===== src/rtl/calc_pkg.sv =====
// Shared types and constants for the sequential calculator.
package calc_pkg;

    // Operation codes, encoded exactly as driven on the op input.
    typedef enum logic [1:0] {
        OP_ADD = 2'b00,
        OP_SUB = 2'b01,
        OP_MUL = 2'b10,
        OP_ACC = 2'b11
    } op_e;

    typedef enum logic [1:0] {
        S_IDLE,
        S_MUL,
        S_DONE
    } state_e;

    // Active-low segment patterns {g,f,e,d,c,b,a}, indexed by nibble value.
    localparam logic [6:0] SEG7 [16] = '{
        7'b1000000, 7'b1111001, 7'b0100100, 7'b0110000,
        7'b0011001, 7'b0010010, 7'b0000010, 7'b1111000,
        7'b0000000, 7'b0010000, 7'b0001000, 7'b0000011,
        7'b1000110, 7'b0100001, 7'b0000110, 7'b0001110
    };

endpackage


===== src/rtl/hex_to_seg7.sv =====
// Combinational nibble to active-low 7-segment decoder.
module hex_to_seg7
    import calc_pkg::*;
(
    input  logic [3:0] nibble,
    output logic [6:0] seg
);

    // Straight table lookup; no state.
    always_comb begin
        seg = SEG7[nibble];
    end

endmodule


===== src/rtl/seq_calculator.sv =====
// Sequential ADD/SUB/MUL/ACC calculator with registered result and hex display.
module seq_calculator
    import calc_pkg::*;
#(
    parameter int unsigned WIDTH = 4
) (
    input  logic                   clk,
    input  logic                   rst,
    input  logic [WIDTH-1:0]       a,
    input  logic [WIDTH-1:0]       b,
    input  logic [1:0]             op,
    input  logic                   start,
    output logic                   busy,
    output logic                   done,
    output logic [2*WIDTH-1:0]     result,
    output logic                   neg,
    output logic                   ovf,
    output logic [7*(WIDTH/2)-1:0] hex
);

    localparam int unsigned RW     = 2 * WIDTH;
    localparam int unsigned DIGITS = RW / 4;
    localparam int unsigned CNT_W  = $clog2(WIDTH);

    state_e             state_q, state_d;
    logic [WIDTH-1:0]   a_q, b_q;
    op_e                op_q;
    logic [RW-1:0]      mcand_q;
    logic [WIDTH-1:0]   mplier_q;
    logic [RW-1:0]      prod_q;
    logic [CNT_W-1:0]   cnt_q;
    logic [RW-1:0]      result_q;
    logic               neg_q, ovf_q, done_q;

    logic [RW-1:0]      a_ext, b_ext;
    logic [RW:0]        acc_sum;
    logic [RW-1:0]      op_result;
    logic               op_neg, op_ovf;

    assign a_ext = {{WIDTH{1'b0}}, a_q};
    assign b_ext = {{WIDTH{1'b0}}, b_q};

    // State register.
    always_ff @(posedge clk or posedge rst) begin
        if (rst) begin
            state_q <= S_IDLE;
        end else begin
            state_q <= state_d;
        end
    end

    // Next-state logic: MUL iterates WIDTH cycles, every op finishes through DONE.
    always_comb begin
        state_d = state_q;
        case (state_q)
            S_IDLE: begin
                if (start) begin
                    state_d = (op_e'(op) == OP_MUL) ? S_MUL : S_DONE;
                end
            end
            S_MUL: begin
                if (cnt_q == CNT_W'(WIDTH - 1)) begin
                    state_d = S_DONE;
                end
            end
            S_DONE:  state_d = S_IDLE;
            default: state_d = S_IDLE;
        endcase
    end

    // FSM outputs.
    always_comb begin
        busy = (state_q != S_IDLE);
    end

    // Result of the latched operation; ACC folds in the current result register.
    always_comb begin
        acc_sum   = {1'b0, result_q} + {1'b0, a_ext};
        op_result = '0;
        op_neg    = 1'b0;
        op_ovf    = 1'b0;
        case (op_q)
            OP_ADD: op_result = a_ext + b_ext;
            OP_SUB: begin
                op_result = a_ext - b_ext;
                op_neg    = (a_q < b_q);
            end
            OP_MUL: op_result = prod_q;
            OP_ACC: begin
                op_result = acc_sum[RW-1:0];
                op_ovf    = acc_sum[RW];
            end
            default: op_result = '0;
        endcase
    end

    // Datapath: operand latch, shift-add multiplier, result write with one-cycle done.
    always_ff @(posedge clk or posedge rst) begin
        if (rst) begin
            a_q      <= '0;
            b_q      <= '0;
            op_q     <= OP_ADD;
            mcand_q  <= '0;
            mplier_q <= '0;
            prod_q   <= '0;
            cnt_q    <= '0;
            result_q <= '0;
            neg_q    <= 1'b0;
            ovf_q    <= 1'b0;
            done_q   <= 1'b0;
        end else begin
            done_q <= 1'b0;
            case (state_q)
                S_IDLE: begin
                    if (start) begin
                        a_q      <= a;
                        b_q      <= b;
                        op_q     <= op_e'(op);
                        mcand_q  <= {{WIDTH{1'b0}}, a};
                        mplier_q <= b;
                        prod_q   <= '0;
                        cnt_q    <= '0;
                    end
                end
                S_MUL: begin
                    if (mplier_q[0]) begin
                        prod_q <= prod_q + mcand_q;
                    end
                    mcand_q  <= mcand_q << 1;
                    mplier_q <= mplier_q >> 1;
                    cnt_q    <= cnt_q + 1'b1;
                end
                S_DONE: begin
                    result_q <= op_result;
                    neg_q    <= op_neg;
                    ovf_q    <= op_ovf;
                    done_q   <= 1'b1;
                end
                default: ;
            endcase
        end
    end

    assign result = result_q;
    assign neg    = neg_q;
    assign ovf    = ovf_q;
    assign done   = done_q;

    // One decoder per displayed nibble, digit 0 = least significant.
    for (genvar i = 0; i < DIGITS; i++) begin : g_digit
        hex_to_seg7 u_seg (
            .nibble (result_q[4*i +: 4]),
            .seg    (hex[7*i +: 7])
        );
    end

endmodule


===== config.mk =====
export PLATFORM = sky130hd
export DESIGN_NAME = seq_calculator
export DESIGN_NICKNAME = d
export VERILOG_FILES = /design/src/rtl/calc_pkg.sv /design/src/rtl/hex_to_seg7.sv /design/src/rtl/seq_calculator.sv
export SDC_FILE = /design/constraint.sdc
export NUM_CORES = 1
export LEC_CHECK = 0
export ABC_CLOCK_PERIOD_IN_PS = 2200
export CAP_MARGIN = 20
export CORE_MARGIN = 4
export CORE_UTILIZATION = 45
export CTS_CLUSTER_DIAMETER = 40
export DETAILED_ROUTE_END_ITERATION = 10
export PLACE_DENSITY = 0.66
export SLEW_MARGIN = 20
export SYNTH_ARGS = -nofsm -noshare
export SYNTH_HDL_FRONTEND = slang
export SYNTH_SLANG_ARGS = --single-unit

===== constraint.sdc =====
create_clock -name clk -period 2.2 [get_ports clk]
set_clock_uncertainty 0.2 [all_clocks]
set_input_delay 0.44 -clock clk [delete_from_list [all_inputs] [get_ports clk]]
set_output_delay 0.44 -clock clk [all_outputs]
set_load 0.01 [all_outputs]

==> results of run 1 <==
## cell type report
type	count	area, µm²
Clock buffer	7	76.32
Clock inverter	1	7.507
Fill cell	577	2431
Inverter	23	93.84
Multi-Input combinational cell	271	2073
Sequential cell	45	1131
Tap cell	80	100.1
Timing Repair Buffer	99	843.3
## timing repair
action                                  CTS  global route
hold endpoints to repair                  0             0
endpoints found under the setup margin   17            21
buffers inserted                          4            12
pin swaps                                 5            10
gates resized for setup                  79            41
## stage by stage
stage / area (µm²) / hold WS (ns) / setup TNS (ns) / util, %
global placement: 3899 / 0.2523 / -0.7826 / 57.70
CTS: 4094 / 0.2833 / -0.5380 / 60.59
global route: 4325 / 0.3068 / -1.449 / 64.02
finish: 4325 / 0.2753 / -0.5389 / 64.02
detailed placement: 3899 / 0.2630 / -1.610 / 57.70
floorplan: 3114 / 0.2391 / 0 / -
## cell usage in the layout (no fill, tap or decap), types with 4 or more instances in the layout
cell type        count
nand2_1             73
buf_4               49
dfrtp_1             41
o21ai_1             28
clkdlybuf4s50_1     24
nor2_1              20
ha_1                17
inv_1               14
a21oi_1             13
buf_6               12
ha_4                10
buf_2               10
xnor2_1              7
mux2i_1              6
a22o_1               6
nand3_1              6
inv_2                5
nand2b_4             5
a22oi_1              5
ha_2                 5
clkbuf_8             5
nand2b_1             4
mux4_2               4
a31oi_1              4
dfrtp_2              4
## per-layer routing
metal	wire length (µm)	part of all wire, %
met1	3386	45
met4	64	0.85
met3	266	3.5
met5	0	0
met2	3824	51
## kinds of logic after synthesis
| family | count (synthesis) | synth area share (%) |
|---|---|---|
| AO/OA/AOI/OAI | 90 | 18.56 |
| buffers and inverters | 39 | 4.902 |
| flip-flops | 45 | 36.16 |
| XOR/XNOR | 10 | 2.813 |
| adder cells (fa/ha/maj) | 36 | 15.43 |
| multiplexers | 10 | 4.821 |
| AND/OR/NAND/NOR | 125 | 17.32 |
## worst max-delay path by stage
| stage | from | end | slack [ns] | cells after the start |
|---|---|---|---|---|
| after floorplan | result[1]$_DFFE_PP0P_ | result[4]$_DFFE_PP0P_ | 0.05 | 7 |
| after global placement | result[0]$_DFFE_PP0P_ | hex[3] | -0.16 | 5 |
| after detailed placement | result[0]$_DFFE_PP0P_ | hex[3] | -0.24 | 5 |
| after CTS | result[0]$_DFFE_PP0P_ | hex[3] | -0.18 | 5 |
| after global routing | result[1]$_DFFE_PP0P_ | hex[3] | -0.21 | 5 |
| final | result[0]$_DFFE_PP0P_ | hex[3] | -0.15 | 5 |
## critical path, delay by kind of cell, from the launching register on
family                     cells  cell delay (ns)
muxes                          1             0.46
DFF                            1             0.45
buffers and inverters          3             0.25
adders and majority gates      1             0.26
## power by group
| group | leakage [nW] | internal [mW] | switching (mW) | total [mW] |
|---|---|---|---|---|
| Sequential | 0.573 | 1.16 | 0.383 | 1.54 |
| Combinational | 1.38 | 2.29 | 2.16 | 4.44 |
| Clock | 0.0385 | 0.225 | 0.280 | 0.505 |
| Total | 2.00 | 3.67 | 2.82 | 6.49 |
## flip-flops by register name, summed over array words and instances (netlist names)
signal	cells
b_q	4
ovf	1
state_q	2
neg	1
result	8
done	1
op_q	2
cnt_q	2
prod_q	8
mplier_q	4
a_q	4
mcand_q	8
==> summary.txt, run 1 <==
Worst setup path
  – CP max stage delay: 0.46 ns
  – R2R Path Start: result[0]$_DFFE_PP0P_
  – CP required: 1.56 ns
  – Critical path class: flip-flop to output port
  – CP max-delay cell: mux4_2
  – R2R setup slack: -0.06 ns
  – CP startpoint kind: flip-flop
  – Worst reg2reg path depth: 9
  – Crit-path cells: inv_4 -> ha_4 -> inv_2 -> mux4_2 -> buf_6
  – CP endpoint kind: output port
  – Critical Path Fanout Max: 4
  – R2r endpoint: result[4]$_DFFE_PP0P_
  – Critical Path AT: 1.71 ns

Power and ir drop
  – PwrDens: 1501 nW/µm²
  – Leakage: 1.996 nW
  – Maximum vdd ir drop: 0.0005815 V
  – Tot Pwr: 6.491 mW

Global routing
  – Pin count of the biggest net entering global routing: 46
  – First-pass GRT wire length: 12420 µm
  – Met2 Use GR: 32.00%
  – Initial antenna violation count: 0
  – Busiest metal layer after global routing: met2
  – M1 GR Usage: 22.40%
  – GRT Total Usage: 17.98%
  – Vias in the first global route: 2775
  – Grt met3 use: 2.983%
  – Grt ovf: 0

Place
  – Placed insts: 503
  – I/O Buffers: 38
  – Setup slack at placement: -0.2363 ns
  – Routability cong.: 0.8751
  – Dpl hpwl: 5679 µm

Logic synthesis
  – Post-synth EDFFs: 0
  – Count of cell types in the netlist: 47
  – Most frequent cell after synthesis: nand2_1
  – Ys async rst share: 100.0%
  – Area of the mapped netlist: 3114 µm²
  – Synth area leader: dfrtp_1
  – Top post-synthesis cells by area: dfrtp_1 (36%), ha_1 (13%), nand2_1 (9.0%)
  – Ys Warns: 0
  – Sequential area share after synthesis: 36.16%
  – Yosys top cell area share: 36.16%
  – Post-synth top cells: nand2_1 (75), dfrtp_1 (45), ha_1 (32)
  – Ys flop type: dfrtp_1
  – Syn avg cell area: 8.772 µm²
  – #FFs+latches synth: 45
  – Post-Syn Instances: 355
  – Syn Nets: 404

Route
  – Vias: 2828
  – Total wire length: 7542 µm
  – DR WL/cell: 14.34 µm
  – # DRC: 0
  – Detail Route Antenna Nets: 0
  – Pre-Repair DR Iteration Count: 4
  – DR iter-0 viols: 116
  – Vias per cell: 5.376

Clock tree
  – CTS Buffer Depth: 2
  – CTS tree: built
  – CTS Hold Bufs: 0
  – Cts bufs inserted: 5
  – CTS Sinks: 45
  – H-Tree Depth: 2
  – Worst-skew pair later-pin latency: 0.30 ns
  – Root buffer cell: clkbuf_8
  – Worst-path clk slew: 0.08 ns

Job
  – Max_cap viols: 0

Run status
  – Status: finished with violations
  – Failing checks: setup timing

Cells and area
  – Share of layout cells above drive strength 1: 29.60%
  – Nets@finish: 494
  – N_diodes: 0
  – Fin cells: 526
  – Area grow syn2layout: 38.89%

Hold path
  – Hold Crit Class: input port to async pin

STA
  – Setup WS post-layout: -0.1525 ns
  – Achievable Freq: 425.1 MHz
  – Final period util: 106.9%
  – Min cycle time layout: 2.352 ns
  – Least-Margin Pin Slew: 0.6228 ns
  – Worst slew margin: 58.33%
  – Endpoints failing setup: 8
  – Slew Viols, Final: 0
  – Final hold vios: 0
  – Unrepaired setup endpoints after global routing: yes

Floorplan
  – Die ar.: 8316 µm²
  – Row cnt: 30
  – Boundary pin count: 39
  – Die Span Y: 91.19 µm
  – Chip width: 91.19 µm
  – Initial Util: 46.09%
  – Core footprint: 6756 µm²
(Power assumes the default switching activity.)
==> run 2: changes to the inputs <==
- CORE_UTILIZATION: 45 -> 40
- PLACE_DENSITY: 0.66 -> unset
==> run 2 against run 1 <==
The run still ends with setup timing left. First-iteration DRC count down 23%. Clock power rose by 4%. Routed wire length increased by 3.0%. Clock-buffer cell count is the same. Combinational power is 4% lower. Global-route usage is 0.42 points lower. Register-to-register slack better by 0.10 ns. Die area up 11%. Sequential share of layout area grew 0.32 points. Final area down 1.2%. Sequential cell count unchanged. Utilization is 6.3 points lower. Critical path type unchanged.
==> summary.txt, run 2 (synthesized netlist as in run 1, its figures left out) <==
Floorplan
  – Row cnt: 31
  – Core footprint: 7408 µm²
  – Boundary pin count: 39
  – Die ar.: 9261 µm²
  – Die Span Y: 96.24 µm
  – Initial Util: 42.04%
  – Chip width: 96.24 µm

Clock tree
  – CTS tree: built
  – H-Tree Depth: 2
  – Cts bufs inserted: 5
  – Root buffer cell: clkbuf_8
  – Worst-skew pair later-pin latency: 0.30 ns
  – CTS Hold Bufs: 0
  – CTS Sinks: 45
  – CTS Buffer Depth: 2
  – Worst-path clk slew: 0.09 ns

Global routing
  – Grt ovf: 0
  – First-pass GRT wire length: 12740 µm
  – Vias in the first global route: 2780
  – Pin count of the biggest net entering global routing: 35
  – GRT Total Usage: 17.56%
  – Initial antenna violation count: 0

Worst setup path
  – CP required: 1.56 ns
  – Worst reg2reg path depth: 8
  – Critical path class: flip-flop to output port
  – CP max-delay cell: mux4_2
  – CP max stage delay: 0.48 ns
  – Critical Path AT: 1.70 ns
  – Worst path most repeated cell: buf_6
  – Crit-path cells: buf_6 -> ha_2 -> mux4_2 -> buf_6
  – Critical Path Fanout Max: 3
  – CP endpoint kind: output port
  – CP startpoint kind: flip-flop

STA
  – Setup WS post-layout: -0.1385 ns
  – Final setup TNS: -0.3943 ns
  – Achievable Freq: 427.6 MHz
  – Final hold vios: 0
  – Final period util: 106.3%
  – Slew Viols, Final: 0
  – Worst slew margin: 57.45%
  – Least-Margin Pin Slew: 0.6359 ns
  – Min cycle time layout: 2.338 ns
  – Unrepaired setup endpoints after global routing: yes
  – Endpoints failing setup: 5

Power and ir drop
  – Maximum vdd ir drop: 0.0006001 V
  – Leakage: 1.951 nW
  – Tot Pwr: 6.366 mW
  – PwrDens: 1490 nW/µm²

Cells and area
  – Share of layout cells above drive strength 1: 28.21%
  – Area grow syn2layout: 37.20%
  – N_diodes: 0
  – Fin cells: 535
  – Final Util: 57.68%
  – Commonest non-fill, non-tap cells in the layout: nand2_1 (73), dfrtp_1 (41), buf_4 (41)
  – Nets@finish: 484
  – Most common cell after layout, fill and taps aside: nand2_1

Place
  – Placed insts: 516
  – Routability cong.: 0.8512
  – I/O Buffers: 38
  – Dpl hpwl: 5723 µm
  – Setup slack at placement: -0.1847 ns

Route
  – DR iter-0 viols: 89
  – Vias per cell: 5.187
  – # DRC: 0
  – Detail Route Antenna Nets: 0
  – Pre-Repair DR Iteration Count: 4
  – Vias: 2775
  – DR WL/cell: 14.52 µm
  – Total wire length: 7768 µm

Job
  – Max_cap viols: 0

Run status
  – Failing checks: setup timing
  – Status: finished with violations

Hold path
  – Hold Crit Class: input port to async pin
## run 2: cell count changes in the layout (fill, tap and decap cells not counted), moves of 2 or more
cell / before / now
buf_4: 49 / 41
nand2b_4: 5 / 2
nand2b_1: 4 / 7
inv_2: 5 / 7
## run 2: path summary, 6_finish.rpt
check,start,endpoint,slack [ns]
max,result[0]$_DFFE_PP0P_,hex[3],-0.14
min,rst,result[7]$_DFFE_PP0P_,0.20
max reg2reg,result[0]$_DFFE_PP0P_,result[6]$_DFFE_PP0P_,0.04
min reg2reg,mplier_q[1]$_DFFE_PP0P_,mplier_q[1]$_DFFE_PP0P_,0.28
max in group asynchronous,rst,prod_q[1]$_DFFE_PP0P_,1.10
min in group clk,mplier_q[1]$_DFFE_PP0P_,mplier_q[1]$_DFFE_PP0P_,0.28
## run 2: final cells by class
class	instances	area (µm²)
Tap cell	99	123.9
Timing Repair Buffer	89	769.5
Multi-Input combinational cell	271	2073
Clock buffer	7	76.32
Sequential cell	45	1131
Fill cell	660	3136
Clock inverter	1	7.507
Inverter	23	91.34
## run 2: where the power goes
part / switching (mW) / internal, mW / total, mW
Clock: 0.299 / 0.226 / 0.525
Combinational: 2.12 / 2.16 / 4.28
Sequential: 0.400 / 1.16 / 1.56
## run 2: critical path, delay by kind of cell (launching register included)
family	cells	cell delay (ns)
adder cells (fa/ha/maj)	1	0.18
buffers and inverters	2	0.28
flip-flops	1	0.46
multiplexers	1	0.48
## run 2: timing repair
action | 4_1_cts | 5_1_grt
pin swaps | 4 | 18
endpoints found under the setup margin | 17 | 22
gates resized for setup | 74 | 49
setup buffers | 3 | 9
## run 2: layer usage
layer  track usage, %  wire (µm)  vias up
met1            22.23       3623     1337
met2            30.88       3805       45
met4            4.502         72        0
met5                0          0        -
met3            2.893        266        7
li1                 -          -     1386
## run 2: per-stage QoR
stage / area [µm²] / hold slack (ns)
2_1_floorplan: 3114 / 0.2391
3_3_place_gp: 3877 / 0.2543
3_5_place_dp: 3877 / 0.2615
4_1_cts: 4034 / 0.2069
5_1_grt: 4273 / 0.2250
6_report: 4273 / 0.2010
==> run 3: changes to the inputs <==
- SETUP_SLACK_MARGIN: unset -> 0.2
==> run 3 against run 2 <==
The flow still finishes with violations (setup timing). Die area unchanged. Combinational power increased by 12%. Cell count increased by 4.7%. Sequential power about the same. Routed wire length increased by 2.3%. Hold slack got worse by 0.0064 ns. First-iteration DRC count decreased by 3.4%. Sequential share of layout area decreased by 1.9 points. Clock-buffer cell count unchanged. Clock power increased by 14%. Final area increased by 7.9%. Utilization increased by 4.6 points. Highest routed layer unchanged.
==> summary.txt, run 3 (synthesized netlist as in run 1, its figures left out) <==
Place
  – Routability cong.: 0.8531
  – Setup slack at placement: -0.1571 ns
  – Cell Area, Placed: 3945 µm²
  – Placed insts: 521
  – I/O Buffers: 38
  – Dpl hpwl: 5758 µm

Run status
  – Failing checks: setup timing
  – Status: finished with violations

Route
  – # DRC: 0
  – Vias per cell: 5.136
  – Detail Route Antenna Nets: 0
  – DR WL/cell: 14.19 µm
  – Vias: 2876
  – DR iter-0 viols: 86
  – Total wire length: 7946 µm
  – Pre-Repair DR Iteration Count: 4

STA
  – WHS: 0.1947 ns
  – Slew Viols, Final: 0
  – Worst slew margin: 53.68%
  – Final period util: 107.8%
  – Achievable Freq: 421.8 MHz
  – Least-Margin Pin Slew: 0.6948 ns
  – Unrepaired setup endpoints after global routing: yes
  – Endpoints failing setup: 10
  – Min cycle time layout: 2.371 ns
  – Setup WS post-layout: -0.1710 ns
  – Final setup TNS: -0.7300 ns
  – Final hold vios: 0

Cells and area
  – Most common cell after layout, fill and taps aside: nand2_1
  – Fin area: 4612 µm²
  – Share of layout cells above drive strength 1: 36.23%
  – Nets@finish: 509
  – Commonest non-fill, non-tap cells in the layout: nand2_1 (70), buf_4 (60), dfrtp_1 (38)
  – N_diodes: 0
  – Fin cells: 560
  – Area grow syn2layout: 48.09%
  – Final Util: 62.25%

Power and ir drop
  – PwrDens: 1504 nW/µm²
  – Tot Pwr: 6.938 mW
  – Leakage: 2.095 nW
  – Maximum vdd ir drop: 0.0007239 V

Floorplan
  – Die Span Y: 96.24 µm
  – Die ar.: 9261 µm²
  – Core footprint: 7408 µm²
  – Initial Util: 42.04%
  – Boundary pin count: 39
  – Chip width: 96.24 µm
  – Row cnt: 31

Worst setup path
  – CP startpoint kind: flip-flop
  – Setup crit end: hex[10]
  – CP endpoint kind: output port
  – Critical Path AT: 1.73 ns
  – CP Launch Point: result[5]$_DFFE_PP0P_
  – Critical Path Fanout Max: 3
  – Critical path class: flip-flop to output port
  – Worst reg2reg path depth: 10
  – R2r endpoint: result[4]$_DFFE_PP0P_
  – R2R setup slack: -0.01 ns
  – CP required: 1.56 ns
  – R2R Path Start: result[0]$_DFFE_PP0P_

Global routing
  – M1 GR Usage: 22.71%
  – GRT Total Usage: 18.18%
  – Busiest metal layer after global routing: met2
  – Grt ovf: 0
  – Vias in the first global route: 2793
  – Grt met3 use: 2.815%
  – First-pass GRT wire length: 13110 µm
  – Initial antenna violation count: 0
  – Pin count of the biggest net entering global routing: 35
  – Met2 Use GR: 32.20%

Job
  – Max_cap viols: 0

Clock tree
  – CTS tree: built
  – CTS Buffer Depth: 2
  – Root buffer cell: clkbuf_8
  – Cts bufs inserted: 5
  – Worst-path clk slew: 0.09 ns
  – H-Tree Depth: 2
  – CTS Hold Bufs: 0
  – CTS Sinks: 45
  – Worst-skew pair later-pin latency: 0.31 ns

Hold path
  – Hold Crit Class: input port to async pin
run 3: changes by cell type in the layout (fill, tap and decap cells not counted), moves of 3 or more:
cell	change
ha_1	-4
dfrtp_2	+3
nand2_2	+4
buf_6	+6
ha_4	+5
buf_4	+19
clkdlybuf4s50_1	-7
dlygate4sd2_1	+6
dfrtp_1	-3
nand2_1	-3
run 3: worst min path at each step:
stage                                          to  slack (ns)  cells after the start
after floorplan           mplier_q[1]$_DFFE_PP0P_        0.24                      2
after global placement    mplier_q[1]$_DFFE_PP0P_        0.25                      2
after detailed placement  mplier_q[1]$_DFFE_PP0P_        0.26                      2
after CTS                         ovf$_DFFE_PP0P_        0.20                      2
after global routing              ovf$_DFFE_PP0P_        0.21                      2
final                             ovf$_DFFE_PP0P_        0.19                      2
run 3: worst max-delay path: stages (launching register included):
cell and delay [ns]:
dfrtp_2 0.39, buf_6 0.12, inv_8 0.04, ha_4 0.26, inv_2 0.04, mux4_2 0.45, buf_6 0.14
run 3: power breakdown:
group | switching (mW) | internal [mW]
sequential | 0.388 | 1.16
clock | 0.308 | 0.291
combinational | 2.31 | 2.48
total | 3.01 | 3.93
run 3: layer usage:
metal / share of wire [%] / vias to the layer above
li1: - / 1444
met1: 44 / 1384
met2: 52 / 41
met3: 3.2 / 7
met4: 0.86 / 0
met5: 0 / -
run 3: repair_timing:
action,4_1_cts,5_1_grt
resized for setup,116,33
pin swaps,11,17
setup endpoints to repair,30,26
endpoints found under the hold margin,0,0
setup buffers,22,9
run 3: layout make-up:
class                      instances  area [µm²]
sequential                        45        1135
clock inverter                     1       8.758
fill                             631        2796
tap                               99       123.9
timing repair buffer             114       960.9
inverter                          23       98.84
clock buffer                       7       96.34
multi-input combinational        271        2188
